<file path="config.mk">
export PLATFORM = sky130hd
export DESIGN_NAME = ram_arbiter
export DESIGN_NICKNAME = d
export VERILOG_FILES = /design/src/rtl/ram_arbiter.sv
export SDC_FILE = /design/constraint.sdc
export NUM_CORES = 1
export LEC_CHECK = 0
export ABC_AREA = 1
export CORE_MARGIN = 3
export CORE_UTILIZATION = 33
export DETAILED_ROUTE_END_ITERATION = 10
export GPL_TIMING_DRIVEN = 0
export MAX_ROUTING_LAYER = met4
export PLACE_DENSITY = 0.82
export REMOVE_ABC_BUFFERS = 1
export SYNTH_ARGS = -nofsm -noshare
export SYNTH_HDL_FRONTEND = slang
export SYNTH_SLANG_ARGS = --single-unit
</file>
<file path="constraint.sdc">
create_clock -name clk -period 1.95 [get_ports clk]
set_input_delay 0.39 -clock clk [delete_from_list [all_inputs] [get_ports clk]]
set_output_delay 0.39 -clock clk [all_outputs]
set_load 0.02 [all_outputs]
</file>
<file path="src/rtl/ram_arbiter.sv">
// ram_arbiter: fixed-priority arbiter for the single synchronous-read program/data
// RAM. Requesters are the boot loader, the data path (LW/SW) and instruction fetch,
// ranked loader > data > fetch. Each grant issues one registered RAM command. Read
// data returns the cycle after ISSUE, together with an rvalid pulse to the owner
// that was recorded at grant time.
// Build option: define ARB_STARVE_GUARD_EN to add the fetch starvation guard. With
// the guard, fetch is promoted above data after it loses STARVE_LIMIT arbitrations
// in a row to the data requester.
module ram_arbiter #(
  parameter int ADDR_WIDTH   = 8,
  parameter int DATA_WIDTH   = 16,
  parameter int STARVE_LIMIT = 3
) (
  input  logic                  clk,
  input  logic                  reset,
  input  logic                  ld_req,
  input  logic                  dt_req,
  input  logic                  if_req,
  input  logic                  ld_we,
  input  logic                  dt_we,
  input  logic [ADDR_WIDTH-1:0] ld_addr,
  input  logic [ADDR_WIDTH-1:0] dt_addr,
  input  logic [ADDR_WIDTH-1:0] if_addr,
  input  logic [DATA_WIDTH-1:0] ld_wdata,
  input  logic [DATA_WIDTH-1:0] dt_wdata,
  output logic                  ld_gnt,
  output logic                  dt_gnt,
  output logic                  if_gnt,
  output logic                  ld_rvalid,
  output logic                  dt_rvalid,
  output logic                  if_rvalid,
  output logic [DATA_WIDTH-1:0] rdata,
  output logic                  ram_en,
  output logic                  ram_we,
  output logic [ADDR_WIDTH-1:0] ram_addr,
  output logic [DATA_WIDTH-1:0] ram_wdata,
  input  logic [DATA_WIDTH-1:0] ram_rdata,
  output logic                  busy
);

  typedef enum logic [1:0] {
    S_IDLE  = 2'd0,
    S_ISSUE = 2'd1,
    S_WAIT  = 2'd2
  } state_t;

  typedef enum logic [1:0] {
    OWN_NONE = 2'd0,
    OWN_LD   = 2'd1,
    OWN_DT   = 2'd2,
    OWN_IF   = 2'd3
  } owner_t;

  state_t                state;
  state_t                state_next;
  owner_t                owner;
  owner_t                winner;
  logic                  arb_cycle;
  logic                  promote_fetch;
  logic                  win_we;
  logic [ADDR_WIDTH-1:0] win_addr;
  logic [DATA_WIDTH-1:0] win_wdata;

  // Read data is not re-registered; the owner's rvalid tells it when to capture.
  assign rdata = ram_rdata;

  // Arbitration runs only while the RAM port is free for a new command (IDLE or WAIT).
  always_comb begin
    arb_cycle = (state == S_IDLE) || (state == S_WAIT);
    winner    = OWN_NONE;
    if (arb_cycle) begin
      if (ld_req) begin
        winner = OWN_LD;
      end else if (promote_fetch && if_req) begin
        winner = OWN_IF;
      end else if (dt_req) begin
        winner = OWN_DT;
      end else if (if_req) begin
        winner = OWN_IF;
      end
    end
  end

  // Select the winning requester's command; fetch can only ever read.
  always_comb begin
    win_we    = 1'b0;
    win_addr  = '0;
    win_wdata = '0;
    case (winner)
      OWN_LD: begin
        win_we    = ld_we;
        win_addr  = ld_addr;
        win_wdata = ld_wdata;
      end
      OWN_DT: begin
        win_we    = dt_we;
        win_addr  = dt_addr;
        win_wdata = dt_wdata;
      end
      OWN_IF: begin
        win_we    = 1'b0;
        win_addr  = if_addr;
        win_wdata = '0;
      end
      default: begin
        win_we    = 1'b0;
        win_addr  = '0;
        win_wdata = '0;
      end
    endcase
  end

  // State register; reset returns to IDLE so an in-flight read never reports rvalid.
  always_ff @(posedge clk or negedge reset) begin
    if (!reset) begin
      state <= S_IDLE;
    end else begin
      state <= state_next;
    end
  end

  // Next state plus the grant/valid pulses, which are decoded from state and owner.
  always_comb begin
    state_next = state;
    ld_gnt     = 1'b0;
    dt_gnt     = 1'b0;
    if_gnt     = 1'b0;
    ld_rvalid  = 1'b0;
    dt_rvalid  = 1'b0;
    if_rvalid  = 1'b0;
    busy       = 1'b0;
    case (state)
      S_IDLE: begin
        if (winner != OWN_NONE) begin
          state_next = S_ISSUE;
        end
      end
      S_ISSUE: begin
        busy       = 1'b1;
        state_next = ram_we ? S_IDLE : S_WAIT;
        case (owner)
          OWN_LD:  ld_gnt = 1'b1;
          OWN_DT:  dt_gnt = 1'b1;
          OWN_IF:  if_gnt = 1'b1;
          default: ;
        endcase
      end
      S_WAIT: begin
        busy       = 1'b1;
        state_next = (winner != OWN_NONE) ? S_ISSUE : S_IDLE;
        case (owner)
          OWN_LD:  ld_rvalid = 1'b1;
          OWN_DT:  dt_rvalid = 1'b1;
          OWN_IF:  if_rvalid = 1'b1;
          default: ;
        endcase
      end
      default: begin
        state_next = S_IDLE;
      end
    endcase
  end

  // Register the winning command onto the RAM port; enable and strobe last one cycle only.
  always_ff @(posedge clk or negedge reset) begin
    if (!reset) begin
      ram_en    <= 1'b0;
      ram_we    <= 1'b0;
      ram_addr  <= '0;
      ram_wdata <= '0;
      owner     <= OWN_NONE;
    end else begin
      ram_en <= 1'b0;
      ram_we <= 1'b0;
      if (winner != OWN_NONE) begin
        ram_en    <= 1'b1;
        ram_we    <= win_we;
        ram_addr  <= win_addr;
        ram_wdata <= win_wdata;
        owner     <= winner;
      end
    end
  end

`ifdef ARB_STARVE_GUARD_EN
  localparam int STARVE_W = (STARVE_LIMIT > 1) ? $clog2(STARVE_LIMIT + 1) : 1;
  localparam logic [STARVE_W-1:0] STARVE_MAX = STARVE_W'(STARVE_LIMIT);

  logic [STARVE_W-1:0] starve_cnt;

  // Count data wins while fetch is waiting; saturate at the limit, clear once fetch is served or gives up.
  always_ff @(posedge clk or negedge reset) begin
    if (!reset) begin
      starve_cnt <= '0;
    end else if (!if_req || if_gnt) begin
      starve_cnt <= '0;
    end else if ((winner == OWN_DT) && (starve_cnt < STARVE_MAX)) begin
      starve_cnt <= starve_cnt + STARVE_W'(1);
    end
  end

  assign promote_fetch = (starve_cnt >= STARVE_MAX);
`else
  // Without the guard the priority is strictly loader > data > fetch and STARVE_LIMIT
  // has no effect; it is folded into a tie-off so the parameter is still referenced.
  logic unused_starve_limit;
  assign unused_starve_limit = (STARVE_LIMIT != 0);
  assign promote_fetch       = 1'b0;
`endif

endmodule
</file>
Word level (Yosys, flattened, before mapping)
Index checks and enable logic that the tools add are counted.
Widths: inputs -> output; s select.
Storage, ports and cells
  register bits after elaboration: 30
  output and inout port bits: 49
  word-level logic and storage cells: 42
Operators by class
  equal/unequal tests: 9
  multiplexer cells: 23
  reductions and logical operators: 4
Operators by type and width (count)
  $pmux 16 s2: 1
  $pmux 8 s3: 1
  $mux 1: 13
  $mux 2: 6
  $eq 2x2->1 const B: 5
  $eq 2x1->1 const B: 3
  $pmux 2 s3: 1
  $logic_not 2->1: 1
  $ne 2x1->1 const B: 1
  $pmux 1 s2: 1
  $reduce_bool 2->1: 1
  $reduce_or 2->1: 1
  $logic_or 1x1->1: 1

Longest topological paths before layout
  depth after elaboration: 7
  depth in mapped cells: 16
  gate-level depth less buffers: 13

Least setup slack after synthesis
OpenSTA, ideal clock, no wires.
  path kind: flip-flop to flip-flop
  start: reg state[0]
  end: reg ram_wdata[10]
  library setup time: 117 ps
  arrival time: 1883 ps
  data required time: 1833 ps
  slack: -50 ps
  stages on the path, launching flop included: 14
  buffers on the path: 3
  path through: dfrtp_1 inv_1 ha_1 inv_2 nand2_2 nand2_2 buf_4 inv_1 ha_1 clkbuf_1 buf_2 a21oi_1 nand2_1 nand2_1
Between the ends
  longest elaborated chain between the ends: 5
RTL lines
  start: declaration: RTL line 54  | state_t state;
  start signal: assignment: RTL line 118  | state <= state_next;
  $eq 2x2->1 or $logic_not 2->1 (tied branches): RTL line 69  | arb_cycle = (state == S_IDLE) || (state == S_WAIT);
  $logic_or 1x1->1 *: RTL line 69
  $mux 2 *: RTL line 71  | if (arb_cycle) begin
  $eq 2x2->1 or $eq 2x1->1 (tied branches): RTL line 89  | case (winner)
  $pmux 16 s2: RTL line 89
  end signal: assignment: RTL line 179  | ram_wdata <= win_wdata;
  end: declaration: RTL line 36  | output logic [DATA_WIDTH-1:0] ram_wdata,
Mark *: on every way between the ends. The rest lies on a longest branch, timed or not.
A chain may end at the register's enable or synchronous reset.

Final worst setup path
  start: reg state[1]
  end: out dt_gnt
Between the ends
  longest elaborated chain between the ends: 2
RTL lines
  $eq 2x1->1: RTL line 132  | case (state)
  $mux 1: RTL line 132
  end: declaration: RTL line 27  | output logic dt_gnt,
No other way between the ends.

==> flow_summary.json <==
{
  "die_h_um": 82.4,
  "vias_per_cell": 4.64,
  "core_area_um2": 5570,
  "insertion_delay_ns": 0.27,
  "die-area_um2": 6800,
  "placementRows": 27,
  "start_kind": "flip-flop",
  "period_share": 0.974,
  "antenna_found_initial": 0,
  "drtPass1Iterations": 4,
  "setup-tns-final_ns": 0,
  "worst_ep_required_time_ns": 1.56,
  "reg2reg_depth": 14,
  "synthTopCellsByArea": "dfrtp_1 (39%), nand2_1 (20%), buf_4 (7.4%)",
  "cts_htree_levels": 2,
  "antenna_cells": 0,
  "fmax_mhz": 526,
  "hpwl_um": 3920,
  "ir_drop_mv": 0.890,
  "wl_per_cell_um": 14.4,
  "cp.arrival_ns": 1.51,
  "synth_seq_cells": 30,
  "grt_pass1_wl_um": 9190,
  "start_util": 0.346,
  "final_cells": 440,
  "fin_crit_ns": 1.90,
  "grt_overflow": 0,
  "netlist-cell-type-count": 18,
  "postRouteAntennaNets": 0,
  "syn_area_um2": 1930,
  "hold_class": "input pin to async pin",
  "worstMarginPinSlew_ns": 0.691,
  "end_kind": "primary output",
  "grt_max_degree": 36,
  "slew_violations": 0,
  "nets": 452,
  "io-pin-count": 128,
  "io_buffers": 95,
  "syn_inst": 283,
  "power_density_nw_per_um2": 1450,
  "clk_pin_slew_ns": 0.06,
  "grt_pass1_vias": 1837,
  "cts-root-buf": "clkbuf_8",
  "rsz0062_at_grt": "true",
  "slew-limit-headroom": 0.539,
  "placed_area_um2": 2760,
  "worst-setup-path-type": "flip-flop to primary output",
  "cap_violations": 0,
  "status": "completed",
  "synth_top_area_frac": 0.389,
  "clock_sinks": 30,
  "tritoncts": "built",
  "die_w_um": 82.4,
  "drc": 0,
  "p_leak_nw": 1.45,
  "grt_use_total": 0.190,
  "design_area_um2": 3050,
  "layout-drive-gt1-share": 0.111,
  "clockBufferDepth": 2,
  "synth_top_area_cell": "dfrtp_1",
  "finalHoldViolations": 0,
  "crit_fanout": 4,
  "dp.cells": 419,
  "postSynthAreaPerCell_um2": 6.81,
  "fin_skew_ns": 0.00225,
  "gp_congestion": 0.723,
  "area_growth_pct": 58.0,
  "drt_first_iter_violations": 88,
  "routed_wl_um": 6320,
  "setup_viol": 0,
  "vias": 2040,
  "yosys_warnings": 0,
  "synth_seq_area_share": 0.389,
  "cts_inserted_buffers": 5
}
path summary, 6_finish.rpt:
path | slack, ns | from | endpoint
max | 0.05 | state[1] | dt_gnt
max in group asynchronous | 1.34 | reset | ram_wdata[2]
min | 0.15 | reset | ram_addr[3]
min reg2reg | 0.51 | ram_wdata[2] | ram_wdata[2]
max reg2reg | 0.11 | state[0] | ram_addr[7]
min in group clk | 0.51 | ram_wdata[2] | ram_wdata[2]
layout make-up:
class	count	area [um^2]
clock buffers	7	86.3
clock inverters	1	5.00
fillers	542	2530
inverters	30	115
multi-input cells	194	953
flip-flops and latches	30	751
well taps	72	90.1
repair buffers	106	1050
critical path, cell delays in order (launching register included):
cell and delay (ns):
dfrtp_1 0.42, inv_2 0.08, ha_1 0.13, inv_1 0.07, nor3_1 0.20, clkdlybuf4s15_1 0.33
kinds of logic after synthesis:
group	synth area share
AND/OR/NAND/NOR	0.348
buffers and inverters	0.169
flip-flops	0.389
AO/OA/AOI/OAI	0.0545
adder cells (fa/ha/maj)	0.0389
Yosys cell counts:
cell and instances:
inv_2 1, nand3_1 17, nand2_2 2, o21ai_0 4
nor2_1 32, inv_1 29, dfrtp_1 30, nand2_1 104
nand4_1 1, nor3_1 7, buf_6 2, ha_1 6
clkbuf_1 1, nand3_2 1, buf_2 9, nand2_4 1
buf_4 19, a21oi_1 17
power breakdown:
group	total [mW]	switching, mW	leakage (nW)	internal (mW)
Sequential	1.08	0.166	0.388	0.909
Combinational	2.83	1.63	1.01	1.20
Clock	0.513	0.229	0.0482	0.284
Total	4.42	2.02	1.45	2.40
state kept, by name, summed over array words and instances (netlist names):
name,count
ram_en,1
ram_addr,8
ram_we,1
ram_wdata,16
owner,2
state,2
metal layers:
layer	global-route usage	wire length (um)	up-vias	share of wire
met1	0.232	2630	938	0.42
met3	0.0683	552	4	0.087
met4	0.0482	50	0	0.0079
met2	0.299	3090	84	0.49
met5	-	0	-	0
li1	-	-	1014	-
repair_timing:
action,in CTS,in global routing
pin swaps,1,3
hold buffers,0,0
resized for setup,25,23
setup buffers,6,5
endpoints found under the setup margin,33,32
gates cloned,2,0
metrics by stage:
stage / power, mW / hold WS (ns) / setup slack, ns / utilization
global route: 4.75 / 0.184 / -0.0502 / 0.547
floorplan: 2.43 / 0.0944 / -0.166 / -
detailed placement: 3.49 / 0.500 / -1.02 / 0.494
CTS: 4.32 / 0.518 / 0.000701 / 0.537
global placement: 3.42 / 0.493 / -0.920 / 0.494
finish: 4.42 / 0.152 / 0.0500 / 0.547
layout by cell type (no fill, tap or decap), types with 2 or more instances in the layout:
cell type        count
buf_4                6
a21oi_1             17
nor2_1              32
o21ai_0              4
nand3_1             17
buf_8                2
ha_4                 2
nand2_4              2
inv_2                5
clkbuf_2             4
ha_2                 2
dfrtp_1             30
ha_1                 2
buf_2                2
buf_12               2
nand2_8              3
clkdlybuf4s50_1     87
inv_1               24
nand2_1            103
clkbuf_8             6
nor3_1               7
No activity file was read; power rests on OpenSTA's default activity.
